--- config.mk ---
export PLATFORM = sky130hd
export DESIGN_NAME = fetch_ctrl
export DESIGN_NICKNAME = d
export VERILOG_FILES = /design/src/rtl/fetch_ctrl_pkg.sv /design/src/rtl/fetch_ctrl_if_id_reg.sv /design/src/rtl/fetch_ctrl.sv
export SDC_FILE = /design/constraint.sdc
export NUM_CORES = 1
export LEC_CHECK = 0
export BUFFER_PORTS_ARGS = -buffer_cell sky130_fd_sc_hd__clkbuf_2
export CAP_MARGIN = 20
export CORE_MARGIN = 2
export CORE_UTILIZATION = 24
export CTS_CLUSTER_DIAMETER = 60
export CTS_CLUSTER_SIZE = 40
export DETAILED_ROUTE_END_ITERATION = 16
export GPL_ROUTABILITY_DRIVEN = 0
export PLACE_DENSITY_LB_ADDON = 0.15
export SLEW_MARGIN = 20
export SYNTH_ARGS = -nofsm -noshare
export SYNTH_HDL_FRONTEND = slang
export SYNTH_SLANG_ARGS = --single-unit
--- constraint.sdc ---
create_clock -name clk -period 6.3 [get_ports clk]
set_input_delay 0.315 -clock clk [delete_from_list [all_inputs] [get_ports clk]]
set_output_delay 0.315 -clock clk [all_outputs]
set_load 0.01 [all_outputs]
--- src/rtl/fetch_ctrl_pkg.sv ---
// Shared definitions for the fetch controller: FSM encoding, the NOP word
// and the sequential PC step.
package fetch_ctrl_pkg;

   typedef enum logic [1:0] {
      ST_BOOT     = 2'd0,
      ST_RUN      = 2'd1,
      ST_HOLD     = 2'd2,
      ST_REDIRECT = 2'd3
   } fetch_state_e;

   localparam logic [31:0] NOP_INSTR_C = 32'h0000_0013;
   localparam int unsigned PC_INCR     = 4;

   function automatic logic [31:0] sat_inc(input logic [31:0] v, input logic en);
      return (en && (v != '1)) ? v + 32'd1 : v;
   endfunction

endpackage

--- src/rtl/fetch_ctrl_if_id_reg.sv ---
// IF/ID pipeline register: load a fetched word, hold it, or squash it to a NOP.
module fetch_ctrl_if_id_reg
   import fetch_ctrl_pkg::*;
#(
   parameter int                    DATA_WIDTH = 32,
   parameter logic [DATA_WIDTH-1:0] NOP_INSTR  = DATA_WIDTH'(NOP_INSTR_C)
) (
   input  logic                  clk_i,
   input  logic                  rst_i,
   input  logic                  load_i,
   input  logic                  squash_i,
   input  logic [DATA_WIDTH-1:0] pc_i,
   input  logic [DATA_WIDTH-1:0] instr_i,
   output logic [DATA_WIDTH-1:0] pc_o,
   output logic [DATA_WIDTH-1:0] instr_o,
   output logic                  valid_o
);

   logic [DATA_WIDTH-1:0] pc_q, instr_q;
   logic                  valid_q;

   // Squash keeps the PC so a later debug view still shows where the slot came from.
   always_ff @(posedge clk_i or posedge rst_i) begin
      if (rst_i) begin
         pc_q    <= '0;
         instr_q <= NOP_INSTR;
         valid_q <= 1'b0;
      end else if (squash_i) begin
         instr_q <= NOP_INSTR;
         valid_q <= 1'b0;
      end else if (load_i) begin
         pc_q    <= pc_i;
         instr_q <= instr_i;
         valid_q <= 1'b1;
      end
   end

   assign pc_o    = pc_q;
   assign instr_o = instr_q;
   assign valid_o = valid_q;

endmodule

--- src/rtl/fetch_ctrl.sv ---
// Fetch PC, address mux and stall/flush FSM feeding the IF/ID register.
// Optional perf counters are built when FETCH_PERF_CNT_EN is defined.
module fetch_ctrl
   import fetch_ctrl_pkg::*;
#(
   parameter int                    DATA_WIDTH = 32,
   parameter logic [DATA_WIDTH-1:0] PC_RESET   = '0,
   parameter logic [DATA_WIDTH-1:0] NOP_INSTR  = DATA_WIDTH'(NOP_INSTR_C)
) (
   input  logic                  clk,
   input  logic                  reset,
   input  logic                  stall,
   input  logic                  flush,
   input  logic [DATA_WIDTH-1:0] pc_target,
   output logic [DATA_WIDTH-1:0] imem_addr,
   input  logic [DATA_WIDTH-1:0] imem_rdata,
   output logic [DATA_WIDTH-1:0] if_id_pc,
   output logic [DATA_WIDTH-1:0] if_id_instr,
   output logic                  if_id_valid,
   output logic                  id_ex_bubble,
   output logic [1:0]            state
`ifdef FETCH_PERF_CNT_EN
   ,
   output logic [31:0]           stall_cycles,
   output logic [31:0]           flush_count,
   output logic [31:0]           fetch_count
`endif
);

   fetch_state_e          state_q;
   logic [DATA_WIDTH-1:0] fetch_pc_q, fetch_pc_d;
   logic                  booting, flush_eff, load;

   assign booting   = (state_q == ST_BOOT);
   assign flush_eff = flush & ~booting;
   assign load      = ~booting & ~flush & ~stall;

   // A stalled or booting fetch re-presents the same address so its word returns again.
   always_comb begin
      if (flush_eff)
         fetch_pc_d = pc_target;
      else if (booting || stall)
         fetch_pc_d = fetch_pc_q;
      else
         fetch_pc_d = fetch_pc_q + DATA_WIDTH'(PC_INCR);
   end

   assign imem_addr    = fetch_pc_d;
   assign id_ex_bubble = (stall | flush) & ~booting;
   assign state        = state_q;

   always_ff @(posedge clk or posedge reset) begin
      if (reset)
         fetch_pc_q <= PC_RESET;
      else
         fetch_pc_q <= fetch_pc_d;
   end

   always_ff @(posedge clk or posedge reset) begin
      if (reset) begin
         state_q <= ST_BOOT;
      end else begin
         case (state_q)
            ST_BOOT: state_q <= ST_RUN;
            default: begin
               if (flush)
                  state_q <= ST_REDIRECT;
               else if (stall)
                  state_q <= ST_HOLD;
               else
                  state_q <= ST_RUN;
            end
         endcase
      end
   end

   fetch_ctrl_if_id_reg #(
      .DATA_WIDTH (DATA_WIDTH),
      .NOP_INSTR  (NOP_INSTR)
   ) u_if_id_reg (
      .clk_i    (clk),
      .rst_i    (reset),
      .load_i   (load),
      .squash_i (flush_eff),
      .pc_i     (fetch_pc_q),
      .instr_i  (imem_rdata),
      .pc_o     (if_id_pc),
      .instr_o  (if_id_instr),
      .valid_o  (if_id_valid)
   );

`ifdef FETCH_PERF_CNT_EN
   logic [31:0] stall_cnt_q, flush_cnt_q, fetch_cnt_q;

   always_ff @(posedge clk or posedge reset) begin
      if (reset) begin
         stall_cnt_q <= '0;
         flush_cnt_q <= '0;
         fetch_cnt_q <= '0;
      end else begin
         stall_cnt_q <= sat_inc(stall_cnt_q, stall & ~flush & ~booting);
         flush_cnt_q <= sat_inc(flush_cnt_q, flush_eff);
         fetch_cnt_q <= sat_inc(fetch_cnt_q, load);
      end
   end

   assign stall_cycles = stall_cnt_q;
   assign flush_count  = flush_cnt_q;
   assign fetch_count  = fetch_cnt_q;
`endif

endmodule

; ---- Word-level counts from Yosys, hierarchy flattened
; Index checks and enable logic that the tools add are counted.
; W data, S select, Z words.
[word_totals]
word_cells = 28
output_inout_bits = 100
register_bits = 99
in_bits = 68
[op_classes]
reduce_logical = 4
mux = 9
n_addsub = 1
bitwise_logic = 9
[ops]
columns = operator, n
row1 = $mux W32, 4
row2 = $add A32 B3 Y32 const B, 1
row3 = $mux W2, 3
row4 = $and A1 B1 Y1, 4
row5 = $not A1 Y1, 4
row6 = $logic_not A2 Y1, 1
row7 = $mux W1, 2
row8 = $reduce_and A2 Y1, 1
row9 = $reduce_bool A2 Y1, 1
row10 = $logic_or A1 B1 Y1, 1
row11 = $or A1 B1 Y1, 1

; ---- Depth between registers and ports, before layout
[depth]
ltp_word = 6
ltp_mapped = 7
mapped_depth_nobuf = 5

; ---- Hierarchy
; A second synthesis with hierarchy kept.
[hier_totals]
hier_cells = 386
area_unflattened_um2 = 4500.6
[modules_own_cells]
columns = module, n_inst, cells_per_inst, area_per_inst_um2, seq_area_each_um2
row1 = fetch_ctrl_if_id_reg, 1, 177, 2660.1, 1630.3
row2 = fetch_ctrl, 1, 209, 1840.5, 850.8

; ---- Worst setup path before layout
; Ideal clock, no wire load.
[synth_path]
kind = register -> output
start = register state_q[1], in the netlist state[1]
end = output port imem_addr[15]
stages_incl_launch_ff = 8
setup_slack_ns = 4.344
n_path_buf = 2
required_time_ns = 5.985
t_arrival_ns = 1.641
path_cell_list = dfrtp_1 > o21ba_1 > buf_4 > nand3_1 > buf_2 > nor3_1 > xnor2_1 > o21ai_0
[synth_between]
elab_chain_len = 4
word_cells_on_any_way = 6
cone_classes = 2 x mux / 2 x bitwise / 2 x reduce/logical
[synth_rtl]
columns = item, line
row1 = "start, declared", fetch_ctrl.sv:30  ; fetch_state_e state_q;
row2 = "start signal, assigned", fetch_ctrl.sv:61  ; state_q <= ST_BOOT;
row3 = "start signal, assigned", fetch_ctrl.sv:64  ; ST_BOOT: state_q <= ST_RUN;
row4 = "start signal, assigned", fetch_ctrl.sv:67  ; state_q <= ST_REDIRECT;
row5 = $logic_not A2 Y1 (*), fetch_ctrl.sv:34  ; assign booting = (state_q == ST_BOOT);
row6 = $logic_or A1 B1 Y1 or $not A1 Y1 (tied branches), "fetch_ctrl.sv:42, fetch_ctrl.sv:35"
row7 = $mux W32 or $and A1 B1 Y1 (tied branches), "fetch_ctrl.sv:42, fetch_ctrl.sv:35"
row8 = $mux W32 (*), fetch_ctrl.sv:40  ; if (flush_eff)
row9 = "end, declared", fetch_ctrl.sv:15  ; output logic [DATA_WIDTH-1:0] imem_addr,
; Mark *: on every way between the ends. The rest lies on a longest branch, timed or not.

; ---- Worst setup path after layout
[layout_path]
start = register state_q[1], in the netlist state[1]
end = output port imem_addr[25]
; The elaborated chain is that of the path after synthesis.

==> results_dict.tcl <==
set metrics [dict create \
    status "completed" \
    syn-mean-instance-area_um2 10.1 \
    finalPower_uw 1670 \
    placeable_core_area_mm2 0.0173 \
    worst-endpoint-arrival_ps 2790 \
    cts_setup_buffers 0 \
    cell_area_power_density_mw_per_mm2 295 \
    max_freq_ghz 0.322 \
    synth_top_cell_by_area "sky130_fd_sc_hd__dfrtp_1" \
    initial_utilization_pct 24.6 \
    dp_hpwl_mm 8.94 \
    grt_setup_unrepaired "false" \
    critical_path.startpoint_type "flop" \
    die-area_mm2 0.0188 \
    synth_top_area_share_pct 56.5 \
    cp-end-kind "output port" \
    routed_via_count_divided_by_cell_count 4.41 \
    post_synth_inst_count 422 \
    clkTransAtPathRegs_ps 70 \
    yosys.cell_count.top_type "sky130_fd_sc_hd__nand2_1" \
    fin_crit_ps 3110 \
    htree_num_levels 3 \
    core.rowCount 48 \
    routed_wl_mm 12.8 \
    drt-wirelength-per-cell_um 15.8 \
    dieWidth_um 137 \
    finalSetupViolCount 0 \
    drtAntennaViolNets 0 \
    port_buffers 167 \
    clock_tree.root_cell "sky130_fd_sc_hd__clkbuf_16" \
    layout_area_overhead_pct 33.0 \
    syn-num-nets 491 \
    final.fill_count 1891 \
    antenna_cells_inserted 0 \
    ir_worst_vdd_mv 0.136 \
    grt-ovfl-total 0 \
    synth_edf_count 0 \
    fin_worst_skew_ps 8.66 \
    power_leakage_uw 0.00282 \
    synth_flop_cell "sky130_fd_sc_hd__dfrtp_1" \
    grt_pass1_wl_mm 20.5 \
    clockBufferDepth 2 \
    layout.nets 650 \
    worst-path-max-fanout 13 \
    synth.yosys.seq_area_share_pct 58.4 \
    max_slew.worst_pin.slew_ps 934 \
    tritoncts "done" \
    cts_made_buffers 9 \
    synth_top_cells_by_area "sky130_fd_sc_hd__dfrtp_1 57%, sky130_fd_sc_hd__nand2_1 12%, sky130_fd_sc_hd__a22o_1 6.0%" \
    maxSlewViolCount 0 \
    maxCapViolCount 0 \
    type_of_the_worst_min_delay_path "primary input to flop" \
    detailedRoute.firstIterationViolations 159 \
    totalNegativeSetupSlack_ps 0 \
    insertion_delay_ps 350 \
    slew_headroom_pct 37.7 \
    synth-async-reset-ratio_pct 100 \
    layout_cell_share_with_drive_strength_beyond_1_pct 35.0 \
    cts_resized 0 \
    grt_usage_pct 14.3 \
    first_pass_iters 4 \
    die_height_um 137 \
    ioPinCount 168 \
    syn_area_mm2 0.00425 \
    drc 0 \
    synthesis.yosys.warnings 0 \
    routed-via-count 3573 \
    cts_sinks 99 \
    timing.critical_path.required_ps 5980 \
    grt_start_max_net_pins 71 \
    postCtsHoldBufs 1 \
    crit_type "flop to output port" \
    synth.cells.most_frequent "134 x sky130_fd_sc_hd__nand2_1, 96 x sky130_fd_sc_hd__dfrtp_1, 29 x sky130_fd_sc_hd__a22o_1" \
    flip_flop_and_latch_count_after_synthesis 99 \
    synth_cell_types 33 \
    grt_antenna_before_repair 1 \
    number_of_global_route_vias_before_repair 3680 \
    hold_fails_final_rpt 0 \
    finalCritPeriodShare_pct 49.3 \
]
[report_power, final]
| group | leakage (uW) | switching (uW) | internal (uW) |
|---|---|---|---|
| clock network | 0.000160 | 262 | 352 |
| registers | 0.00124 | 58.9 | 709 |
| logic | 0.00142 | 171 | 117 |
[critical path, cell delays in order, from the launching register on]
cell and delay [ps]:
sky130_fd_sc_hd__dfrtp_1 420, sky130_fd_sc_hd__o21ba_1 450, sky130_fd_sc_hd__nand3_1 640, sky130_fd_sc_hd__nor4_1 460, sky130_fd_sc_hd__xnor2_1 100, sky130_fd_sc_hd__o21ai_1 190, sky130_fd_sc_hd__clkbuf_2 170
[metal layers]
layer / vias up / wire (um) / part of all wire (%) / GRT usage [%]
met5: - / 0 / 0 / 0
met4: 0 / 141 / 1.1 / 3.78
met3: 9 / 752 / 5.9 / 4.22
met2: 104 / 6080 / 48 / 22.8
met1: 1718 / 5810 / 45 / 18.9
li1: 1742 / - / - / -
[per-stage QoR]
| stage | instances | cell area, um2 | hold WS (ps) | setup WS [ps] | utilization [%] |
|---|---|---|---|---|---|
| 2_1_floorplan | 422 | 4250 | 411 | 3400 | - |
| 3_3_place_gp | 794 | 5320 | 322 | 3500 | 30.7 |
| 3_5_place_dp | 794 | 5320 | 333 | 3390 | 30.8 |
| 4_1_cts | 811 | 5660 | 161 | 3080 | 32.7 |
| 5_1_grt | 811 | 5660 | 160 | 2820 | 32.7 |
| 6_report | 811 | 5660 | 175 | 3190 | 32.7 |
[layout by cell type, fill, tap and decap left out, types with 2 or more instances in the layout]
cell and instances:
sky130_fd_sc_hd__dfstp_2 3, sky130_fd_sc_hd__a21oi_1 3, sky130_fd_sc_hd__inv_1 6, sky130_fd_sc_hd__o22a_1 3, sky130_fd_sc_hd__nand2_1 134, sky130_fd_sc_hd__xnor2_1 27, sky130_fd_sc_hd__nand3_1 5, sky130_fd_sc_hd__nor4_1 8
sky130_fd_sc_hd__nand4_4 2, sky130_fd_sc_hd__and3_1 4, sky130_fd_sc_hd__clkbuf_16 9, sky130_fd_sc_hd__clkinv_4 2, sky130_fd_sc_hd__o21ai_1 12, sky130_fd_sc_hd__bufinv_16 2, sky130_fd_sc_hd__and4_1 2, sky130_fd_sc_hd__nor3_1 6
sky130_fd_sc_hd__xor2_1 2, sky130_fd_sc_hd__a22o_1 29, sky130_fd_sc_hd__inv_6 2, sky130_fd_sc_hd__nor2_4 3, sky130_fd_sc_hd__nor4_2 4, sky130_fd_sc_hd__o21ai_0 20, sky130_fd_sc_hd__clkbuf_2 167, sky130_fd_sc_hd__nor2_1 14
sky130_fd_sc_hd__nand4_1 4, sky130_fd_sc_hd__buf_4 6, sky130_fd_sc_hd__dfrtp_1 96
[cell families (layout without fill, tap and decap cells)]
| kind of cell | Yosys count | count (layout) | share of synthesized area [%] |
|---|---|---|---|
| adders and majority gates | 1 | 1 | 0.294 |
| buffers and inverters | 33 | 197 | 3.38 |
| AOI/OAI and AO/OA | 70 | 70 | 11.3 |
| and+or+nand+nor | 190 | 190 | 20.7 |
| xor gates and xnor gates | 29 | 29 | 5.97 |
| DFF | 99 | 99 | 58.4 |
[worst paths after layout]
| kind | endpoint | slack [ps] | cells after the start | startpoint |
|---|---|---|---|---|
| worst max-delay path | imem_addr[25] | 3190 | 6 | state[1] |
| worst min-delay path | u_if_id_reg.instr_o[15] | 180 | 2 | imem_rdata[15] |
| max in group asynchronous | u_if_id_reg.valid_o | 4520 | 4 | reset |
| worst max register to register | fetch_pc_q[25] | 3900 | 5 | state[1] |
| worst min register to register | u_if_id_reg.pc_o[16] | 470 | 2 | u_if_id_reg.pc_o[16] |
| min in group asynchronous | u_if_id_reg.instr_o[5] | 510 | 3 | reset |
[registers in the layout (all words and copies together) (netlist names)]
register             cells
fetch_pc_q              32
state                    2
u_if_id_reg.instr_o     32
u_if_id_reg.pc_o        32
u_if_id_reg.valid_o      1
[layout make-up]
cell class              count  area (um2)  area share (%)
clock buffers               9         225            3.98
multi-input cells         290        1650            29.2
clock inverters             7         100            1.77
well taps                 225         282            4.98
inverters                   7        28.8           0.509
flip-flops and latches     99        2480            43.9
repair buffers            174         891            15.7
Note: power is estimated with default switching activity, not from simulation.
